`src/rtl/knob_pkg.sv`:
```
// Shared channel identifiers, widths and MCP3008 frame constants for the pot scanner.
package knob_pkg;

  localparam int unsigned NUM_KNOBS     = 12;
  localparam int unsigned KNOB_W        = 10;
  localparam int unsigned KNOB_ID_W     = 4;
  localparam int unsigned DIFF_W        = KNOB_W + 1;
  localparam int unsigned ADC_ADDR_W    = 3;
  localparam int unsigned FRAME_PERIODS = 17;
  localparam int unsigned DATA_START    = 7;
  localparam int unsigned PERIOD_W      = 5;

  typedef enum logic [KNOB_ID_W-1:0] {
    KNOB_VOLUME           = 4'd0,
    KNOB_PITCH            = 4'd1,
    KNOB_DELAY_WET        = 4'd2,
    KNOB_DELAY_RATE       = 4'd3,
    KNOB_DELAY_FEEDBACK   = 4'd4,
    KNOB_REVERB_WET       = 4'd5,
    KNOB_REVERB_SIZE      = 4'd6,
    KNOB_REVERB_FEEDBACK  = 4'd7,
    KNOB_FILTER_QUALITY   = 4'd8,
    KNOB_FILTER_CUTOFF    = 4'd9,
    KNOB_DISTORTION_DRIVE = 4'd10,
    KNOB_CRUSH_PRESSURE   = 4'd11
  } knob_id_t;

  typedef enum logic [1:0] {
    XF_IDLE,
    XF_CS_SETUP,
    XF_SHIFT,
    XF_CS_HOLD
  } xfer_state_t;

  typedef enum logic [1:0] {
    SEQ_IDLE,
    SEQ_XFER,
    SEQ_UPDATE
  } seq_state_t;

  // Command bit driven during a given SCLK period: start, single-ended, D2..D0, then zeros.
  function automatic logic cmd_bit(input logic [ADC_ADDR_W-1:0] addr,
                                   input logic [PERIOD_W-1:0]   period);
    case (period)
      5'd0, 5'd1: return 1'b1;
      5'd2:       return addr[2];
      5'd3:       return addr[1];
      5'd4:       return addr[0];
      default:    return 1'b0;
    endcase
  endfunction

  function automatic logic [DIFF_W-1:0] abs_diff(input logic [KNOB_W-1:0] a,
                                                 input logic [KNOB_W-1:0] b);
    if (a >= b) return DIFF_W'(a) - DIFF_W'(b);
    else        return DIFF_W'(b) - DIFF_W'(a);
  endfunction

endpackage

```
`src/rtl/spi_adc_xfer.sv`:
```
// One MCP3008 single-ended conversion: CS setup, 17 SCLK periods, CS hold.
module spi_adc_xfer
  import knob_pkg::*;
#(
  parameter int unsigned CLK_DIV = 50
) (
  input  logic                  clk,
  input  logic                  rst,
  input  logic                  start,
  input  logic                  chip,
  input  logic [ADC_ADDR_W-1:0] addr,
  input  logic                  miso,
  output logic                  sclk,
  output logic                  mosi,
  output logic [1:0]            cs_n,
  output logic [KNOB_W-1:0]     data,
  output logic                  done_c
);

  localparam int unsigned CNT_W = $clog2(CLK_DIV);

  xfer_state_t           state;
  logic [CNT_W-1:0]      cnt;
  logic [PERIOD_W-1:0]   period;
  logic [ADC_ADDR_W-1:0] addr_q;
  logic                  half_end_c;

  assign half_end_c = (cnt == CNT_W'(CLK_DIV - 1));
  // Asserted in the last CS_HOLD cycle so the sequencer enters UPDATE with no gap.
  assign done_c     = (state == XF_CS_HOLD) && half_end_c;

  always_ff @(posedge clk or negedge rst) begin
    if (!rst) begin
      state  <= XF_IDLE;
      cnt    <= '0;
      period <= '0;
      addr_q <= '0;
      sclk   <= 1'b0;
      mosi   <= 1'b0;
      cs_n   <= 2'b11;
      data   <= '0;
    end else begin
      case (state)
        XF_IDLE: begin
          if (start) begin
            cs_n   <= chip ? 2'b01 : 2'b10;
            addr_q <= addr;
            mosi   <= cmd_bit(addr, PERIOD_W'(0));
            period <= '0;
            cnt    <= '0;
            state  <= XF_CS_SETUP;
          end
        end
        XF_CS_SETUP: begin
          if (half_end_c) begin
            cnt   <= '0;
            state <= XF_SHIFT;
          end else begin
            cnt <= cnt + CNT_W'(1);
          end
        end
        XF_SHIFT: begin
          if (!half_end_c) begin
            cnt <= cnt + CNT_W'(1);
          end else if (!sclk) begin
            // Rising edge: capture only the ten result bits at the tail of the frame.
            cnt  <= '0;
            sclk <= 1'b1;
            if (period >= PERIOD_W'(DATA_START)) data <= {data[KNOB_W-2:0], miso};
          end else begin
            cnt  <= '0;
            sclk <= 1'b0;
            if (period == PERIOD_W'(FRAME_PERIODS - 1)) begin
              mosi  <= 1'b0;
              cs_n  <= 2'b11;
              state <= XF_CS_HOLD;
            end else begin
              period <= period + PERIOD_W'(1);
              mosi   <= cmd_bit(addr_q, period + PERIOD_W'(1));
            end
          end
        end
        XF_CS_HOLD: begin
          if (half_end_c) begin
            cnt   <= '0;
            state <= XF_IDLE;
          end else begin
            cnt <= cnt + CNT_W'(1);
          end
        end
        default: state <= XF_IDLE;
      endcase
    end
  end

endmodule

```
`src/rtl/pot_scanner.sv`:
```
// Round-robin scanner for twelve pots on two MCP3008s with per-channel hysteresis.
module pot_scanner
  import knob_pkg::*;
#(
  parameter int unsigned CLK_DIV = 50,
  parameter int unsigned HYST    = 4
) (
  input  logic                              clk,
  input  logic                              rst,
  input  logic                              scan_en,
  output logic                              adc_sclk,
  output logic                              adc_mosi,
  input  logic                              adc_miso,
  output logic [1:0]                        adc_cs_n,
  output logic [NUM_KNOBS-1:0][KNOB_W-1:0]  knob_vals,
  output logic                              knob_valid,
  output logic                              scan_done
);

  seq_state_t             state;
  knob_id_t               k;
  logic [KNOB_ID_W-1:0]   k_raw;
  logic [NUM_KNOBS-1:0]   first;
  logic                   start_c;
  logic                   chip_c;
  logic                   done_c;
  logic [KNOB_W-1:0]      result;
  logic [DIFF_W-1:0]      diff_c;

  assign k_raw   = k;
  assign start_c = (state == SEQ_IDLE) && scan_en;
  assign chip_c  = (k_raw >= KNOB_ID_W'(8));
  assign diff_c  = abs_diff(result, knob_vals[k]);

  spi_adc_xfer #(
    .CLK_DIV (CLK_DIV)
  ) u_xfer (
    .clk    (clk),
    .rst    (rst),
    .start  (start_c),
    .chip   (chip_c),
    .addr   (k_raw[ADC_ADDR_W-1:0]),
    .miso   (adc_miso),
    .sclk   (adc_sclk),
    .mosi   (adc_mosi),
    .cs_n   (adc_cs_n),
    .data   (result),
    .done_c (done_c)
  );

  // Channel sequencer; output values only move in UPDATE so downstream sampling sees stable data.
  always_ff @(posedge clk or negedge rst) begin
    if (!rst) begin
      state      <= SEQ_IDLE;
      k          <= KNOB_VOLUME;
      first      <= '1;
      knob_vals  <= '0;
      knob_valid <= 1'b0;
      scan_done  <= 1'b0;
    end else begin
      scan_done <= 1'b0;
      case (state)
        SEQ_IDLE: begin
          if (scan_en) state <= SEQ_XFER;
        end
        SEQ_XFER: begin
          if (done_c) state <= SEQ_UPDATE;
        end
        SEQ_UPDATE: begin
          if (first[k] || (diff_c >= DIFF_W'(HYST))) begin
            knob_vals[k] <= result;
            first[k]     <= 1'b0;
          end
          if (k == KNOB_CRUSH_PRESSURE) begin
            k          <= KNOB_VOLUME;
            scan_done  <= 1'b1;
            knob_valid <= 1'b1;
          end else begin
            k <= knob_id_t'(k_raw + KNOB_ID_W'(1));
          end
          state <= SEQ_IDLE;
        end
        default: state <= SEQ_IDLE;
      endcase
    end
  end

endmodule

```
`config.mk`:
```
export PLATFORM = sky130hd
export DESIGN_NAME = pot_scanner
export DESIGN_NICKNAME = d
export VERILOG_FILES = /design/src/rtl/knob_pkg.sv /design/src/rtl/spi_adc_xfer.sv /design/src/rtl/pot_scanner.sv
export SDC_FILE = /design/constraint.sdc
export NUM_CORES = 1
export LEC_CHECK = 0
export ABC_AREA = 1
export CAP_MARGIN = 20
export CORE_MARGIN = 4
export CORE_UTILIZATION = 53
export CTS_BUF_LIST = sky130_fd_sc_hd__clkbuf_8
export DETAILED_ROUTE_END_ITERATION = 10
export PLACE_DENSITY = 0.78
export SLEW_MARGIN = 40
export SYNTH_ARGS = -nofsm -noshare
export SYNTH_HDL_FRONTEND = slang
export SYNTH_SLANG_ARGS = --single-unit
```
`constraint.sdc`:
```
create_clock -name clk -period 4.6 [get_ports clk]
set_input_delay 1.15 -clock clk [delete_from_list [all_inputs] [get_ports clk]]
set_output_delay 1.15 -clock clk [all_outputs]
set_load 0.01 [all_outputs]
```
==> reports/qor.yml, run 1 <==
post_cts_buffers: 0
overflow: 0
grt_first_pass_wirelength_um: 46200
io_pins: 130
relSlewSlack_pct: 53.4
ff_latch_area_um2: 4270
drc_errors: 0
ir_worst_vdd_mv: 0.182
ant_nets: 0
finalHoldViolations: 0
power_density_nw_per_um2: 241
crit_path_end_kind: "flop"
clockRootBuffer: "clkbuf_8"
clock_latency_ns: 0.47
crit_arrival_ns: 4.50
cts_tree: "done"
setup_tns_ns: 0
fin_crit_ns: 4.10
final_core_util_pct: 64.3
clk_pin_slew_ns: 0.10
post-route-period-util_pct: 89.2
grt_use_total_pct: 29.7
synth_flop_cell: "dfrtp_1"
fin_nets: 1334
antenna_found_initial: 0
setup_viol: 0
floorplan.initialDensity_pct: 53.7
ys_types: 41
synthesis.nets: 1237
syn_inst: 1197
place.gp.congestion: 0.979
ys_async_sr_fraction_pct: 100
die_x_um: 140
yosys.area.top_type_share_pct: 42.2
routed_wl_um: 28600
placementRows: 48
die_h_um: 140
cts.path.max_buffers: 2
multi_input_comb_area_um2: 4250
first_pass_iters: 7
grt_pass1_vias: 8505
dieArea_um2: 19700
required_ns: 5.00
critical_path_class: "flop to flop"
avgSynthCellArea_um2: 7.74
start_kind: "flop"
drive_above_1_share_pct: 7.04
area_growth_syn_to_layout_pct: 19.6
path_max_fanout: 28
synth_edf_count: 0
holdBufCountCts: 0
cts_buffers: 17
netlist_area_um2: 9260
cts_max_level: 4
hold_class: "flop to flop"
grt_max_degree: 102
yosysSeqAreaShare_pct: 46.1
worst_slew_pin_slew_ns: 0.699
outcome: "finished, final reports clean"
rsz0062_at_grt: "no"
fmax_mhz: 244
ys_seq_elements: 170
hpwl_um: 20600
finClkSkew_ns: 0.0172
synth_area_leaders: "dfrtp_1 42%, nand2_1 13%, o21ai_0 6.8%, ha_1 4.9%, nor2_1 4.7%"
vias: 8718
cts_sinks: 170
wire_per_inst_um: 18.7
cts_resized: 0
coreArea_um2: 17200
ys_warn_count: 0
yosys.area.top_type: "dfrtp_1"
p_leak_nw: 5.16
drt_iter0_markers: 798
antennaDiodeCount: 0
n_fill_cell: 1485
portBuffers: 129
drv_cap: 0
viasPerCell: 5.69
slew_viol_final: 0
-- state kept, by name, indices dropped and copies added (netlist names), 2 cells and up --
signal and flops:
u_xfer.addr_q 3, first 12, k 4, u_xfer.state 2, u_xfer.cs_n 2, state 2
u_xfer.data 10, u_xfer.period 5, knob_vals 120, u_xfer.cnt 6
-- cells in the final DEF (no fill, tap or decap), drive strengths merged, types with 17 or more instances in the layout --
cell type,Yosys,final
a21oi,21,21
buf,34,20
clkbuf,36,17
clkdlybuf4s50,0,128
dfrtp,156,156
ha,36,36
inv,98,105
nand2,341,341
nand3,47,47
nand4,36,36
nor2,123,123
o21ai,177,177
o22ai,31,31
-- worst max-delay path, cell delays in order, from the launching register on --
cell,delay [ns]
dfrtp_1,0.36
clkinv_1,0.28
buf_12,0.27
o21ai_0,0.10
o22ai_1,0.12
nand2_1,0.08
nand3_1,0.11
ha_1,0.43
nand2_2,0.15
inv_1,0.06
a21oi_1,0.27
nand2_1,0.14
nand2_2,0.11
nand2_4,0.09
a21oi_1,0.19
nand2_1,0.09
nor2_2,0.13
nand3_4,0.26
buf_4,0.30
nand2_2,0.28
nand2_1,0.10
o21ai_1,0.10
-- synthesized netlist by cell type, types with 14 or more instances --
master and n:
nand2_1 329, dfrtp_1 156, o21ai_0 125, nor2_1 116
inv_1 97, o21ai_1 52, nand3_1 43, ha_1 36
nand4_1 36, clkbuf_1 35, o22ai_1 31, a21oi_1 21
buf_2 15, dfstp_2 14
-- worst paths after layout --
check,endpoint,slack (ns),startpoint,cells past startpoint
min in group asynchronous,u_xfer.cnt[2],0.50,rst,1
max in group asynchronous,first[9],3.05,rst,3
setup reg to reg,knob_vals[73],0.50,k[1],21
hold / removal,state[1],0.45,state[1],1
setup / recovery,knob_vals[73],0.50,k[1],21
hold reg to reg,state[1],0.45,state[1],1
-- cells by family after synthesis --
group / share of synthesized area [%]
buffers and inverters: 8.20
AOI/OAI and AO/OA: 14.3
DFF: 46.1
adders and majority gates: 4.86
and+or+nand+nor: 26.0
xor gates and xnor gates: 0.567
-- power by group --
group	internal, mW	switching, mW
sequential	1.49	0.00277
clock	0.492	0.593
combinational	0.0230	0.0661
total	2.01	0.662
-- layer usage --
metal / share of wire, % / up-vias / global-route usage [%]
met4: 4.1 / 0 / 12.3
met5: 0 / - / 0
li1: - / 4120 / -
met3: 10 / 80 / 7.03
met1: 42 / 4043 / 42.1
met2: 44 / 475 / 44.2
-- stage by stage --
stage,total power [mW],instances,cell area [µm²],hold slack [ns],worst slack (ns)
2_1_floorplan,1.57,1197,9260,0.409,1.19
3_3_place_gp,1.61,1498,10600,0.417,0.633
3_5_place_dp,1.61,1499,10700,0.432,0.602
4_1_cts,2.68,1531,11100,0.444,0.581
5_1_grt,2.76,1532,11100,0.459,0.145
6_report,2.67,1532,11100,0.447,0.497
-- cell type report --
class / instances / area share, %
well taps: 225 / 2.54
clock inverters: 15 / 1.50
repair buffers: 148 / 13.5
inverters: 101 / 3.42
flip-flops and latches: 170 / 38.6
multi-input cells: 856 / 38.4
clock buffers: 17 / 2.11
(Power assumes the default switching activity.)
==> run 2, diff against run 1 <==
--- a/config.mk
+++ b/config.mk
@@ -11,6 +11,7 @@
 export CORE_UTILIZATION = 53
 export CTS_BUF_LIST = sky130_fd_sc_hd__clkbuf_8
 export DETAILED_ROUTE_END_ITERATION = 10
+export HOLD_SLACK_MARGIN = 0.08
 export PLACE_DENSITY = 0.78
 export SLEW_MARGIN = 40
 export SYNTH_ARGS = -nofsm -noshare
==> results of run 2 <==
Same layout as run 1: the final DEF is identical, and so are final timing and power.
==> run 3, diff against run 2 <==
--- a/config.mk
+++ b/config.mk
@@ -6,6 +6,7 @@
 export NUM_CORES = 1
 export LEC_CHECK = 0
 export ABC_AREA = 1
+export ABC_CLOCK_PERIOD_IN_PS = 4600
 export CAP_MARGIN = 20
 export CORE_MARGIN = 4
 export CORE_UTILIZATION = 53
@@ -13,6 +14,7 @@
 export DETAILED_ROUTE_END_ITERATION = 10
 export HOLD_SLACK_MARGIN = 0.08
 export PLACE_DENSITY = 0.78
+export RECOVER_POWER = 100
 export SLEW_MARGIN = 40
 export SYNTH_ARGS = -nofsm -noshare
 export SYNTH_HDL_FRONTEND = slang
==> run 3 against run 2 <==
The flow now finishes with violations (capacitance limit, slew limit). Total power decreased by 0.26%. Sequential cell count stayed put. Routed wire length down 0.35%. Utilization shrank 0.49 points. Register-to-register slack lost 0.07 ns. Global-route usage is the same. Hold slack hardly changed. Via count barely moved. Sequential share of layout area is 0.30 points higher. Sequential power about the same. Largest cell class unchanged.
==> reports/qor.yml, run 3 (same netlist as run 1, synthesis figures left out) <==
outcome: "complete, but fails checks"
violations: "capacitance limit, slew limit"
multi_input_comb_area_um2: 4220  # -0.77%
cts_max_level: 4  # unchanged
relSlewSlack_pct: -24.2  # -78 points
cts_buffers: 17  # unchanged
io_pins: 130  # unchanged
viasPerCell: 5.70  # about the same
finalHoldViolations: 0  # unchanged
final_cell_mix: "333 x nand2_1, 171 x o21ai_0, 155 x dfrtp_1, 127 x dlygate4sd3_1, 115 x nor2_1"
place.gp.congestion: 0.979  # unchanged
vias: 8726  # +0.092%
critical_path_class: "flop to flop"
cts_sinks: 170  # unchanged
cpPeakStageDelay_ns: 0.43  # about the same
placementRows: 48  # unchanged
cts.path.max_buffers: 2  # unchanged
clockPowerShare_pct: 40.7  # about the same
hold_class: "flop to flop"
area_growth_syn_to_layout_pct: 18.7
routed_wl_um: 28500  # -0.35%
largest_reg_flops: 120  # unchanged
finClkSkew_ns: 0.0188  # +0.00152 ns
stdcell_count: 1532  # unchanged
power_density_nw_per_um2: 242  # +0.51%
worst_slew_pin_slew_ns: 1.86  # +1.16 ns
wire_per_inst_um: 18.6  # -0.35%
crit_path_end_kind: "flop"
dieArea_um2: 19700  # unchanged
hpwl_um: 20600  # unchanged
grt_max_degree: 102  # unchanged
fmax_mhz: 239  # -1.7%
ff_latch_area_um2: 4270  # unchanged
antenna_found_initial: 0  # unchanged
top_regs: "knob_vals (120), first (12), u_xfer.data (10)"
floorplan.initialDensity_pct: 53.7  # unchanged
clk_pin_slew_ns: 0.09  # about the same
power.switching_uw: 659  # -0.44%
first_pass_iters: 8  # +1
overflow: 0  # unchanged
path_max_fanout: 28  # unchanged
post_cts_buffers: 0  # unchanged
layout_commonest_cell: "nand2_1"
drv_cap: 1  # +1
slew_viol_final: 75  # +75
die_h_um: 140  # unchanged
cpMostUsedCell: "nand2_1"
switching_share_pct: 24.7  # -0.043 points
drive_above_1_share_pct: 6.27  # -0.77 points
crit_slowest_cell: "ha_1"
holdBufCountCts: 0  # unchanged
ir_worst_vdd_mv: 0.180  # -0.94%
rsz0062_at_grt: "no"
drc_errors: 0  # unchanged
cts_resized: 0  # unchanged
portBuffers: 129  # unchanged
coreArea_um2: 17200  # unchanged
fin_crit_ns: 4.18  # +0.0731 ns
clock_latency_ns: 0.47  # about the same
comb_power_share_pct: 3.2  # about the same
start_kind: "flop"
setup_tns_ns: 0  # unchanged
fin_nets: 1334  # unchanged
crit_arrival_ns: 4.57  # +0.07 ns
antennaDiodeCount: 0  # unchanged
seqPwrFrac_pct: 56.2  # +0.2 points
n_fill_cell: 1502  # +1.1%
required_ns: 4.99  # about the same
top_register: "knob_vals"
die_x_um: 140  # unchanged
p_leak_nw: 5.60  # +8.4%
crit_chain: "clkinv_1 -> buf_12 -> o21ai_0 -> o22ai_1 -> nand2_1 -> nand3_1 -> ha_1 -> nand2_2 -> inv_1 -> a21oi_1 -> nand2_1 -> nand2_2 -> nand2_4 -> a21oi_1 -> nand2_1 -> nor2_2 -> nand3_4 -> clkbuf_2 -> nand3_1 -> and2_0"
drt_iter0_markers: 792  # -0.75%
cts_tree: "done"
dp.cells: 1499  # unchanged
cp_num_buf_inv: 4  # unchanged
cellInternalPower_mw: 2.01  # -0.21%
grt_use_total_pct: 29.7  # unchanged
clockRootBuffer: "clkbuf_8"
ant_nets: 0  # unchanged
crit_family: "simple AND/OR/NAND/NOR gates"
grt_first_pass_wirelength_um: 46200  # unchanged
post-route-period-util_pct: 90.8  # +1.6 points
grt_pass1_vias: 8505  # unchanged
setup_viol: 0  # unchanged
[run 3: cell count changes in the layout (fill, tap and decap cells not counted), moves of 6 or more]
cell             delta
buf_4               -6
dlygate4sd3_1     +127
clkdlybuf4s50_1   -127
o21ai_0            +46
o21ai_1            -46
[run 3: layout make-up]
| class | instances | area share (%) |
|---|---|---|
| Clock buffer | 17 | 2.13 |
| Clock inverter | 15 | 1.51 |
| Inverter | 101 | 3.45 |
| Multi-Input combinational cell | 856 | 38.4 |
| Sequential cell | 170 | 38.9 |
| Tap cell | 225 | 2.56 |
| Timing Repair Buffer | 148 | 13.1 |
[run 3: through the flow]
stage	setup WS (ns)	area, µm²	utilization [%]	power, mW	hold slack, ns
CTS	0.581	11100	64.1	2.68	0.444
global route	0.0885	11000	63.8	2.76	0.459
detailed placement	0.602	10700	61.8	1.61	0.432
global placement	0.633	10600	61.7	1.61	0.417
finish	0.424	11000	63.8	2.66	0.447
floorplan	1.19	9260	-	1.57	0.409
[run 3: per-layer routing]
layer	part of all wire, %	wire length [µm]	track usage (%)	vias to the layer above
met3	9.8	2790	7.03	80
met4	4.3	1230	12.3	0
li1	-	-	-	4118
met5	0	0	0	-
met1	42	11900	42.1	4067
met2	44	12500	44.2	461
[run 3: worst paths after layout]
path | from | to | slack (ns) | cells past startpoint
hold / removal | state[1] | state[1] | 0.45 | 1
max in group asynchronous | rst | knob_vals[14] | 0.78 | 3
hold reg to reg | state[1] | state[1] | 0.45 | 1
setup reg to reg | k[1] | first[4] | 0.42 | 20
setup / recovery | k[1] | first[4] | 0.42 | 20
min in group asynchronous | rst | u_xfer.cnt[2] | 0.98 | 1
[run 3: power groups by stage]
stage / clock (mW) / sequential (mW) / combinational (mW)
floorplan: 0 / 1.53 / 0.0398
global placement: 0 / 1.53 / 0.0873
detailed placement: 0 / 1.53 / 0.0876
CTS: 1.09 / 1.50 / 0.0882
global route: 1.16 / 1.50 / 0.0979
finish: 1.08 / 1.50 / 0.0840
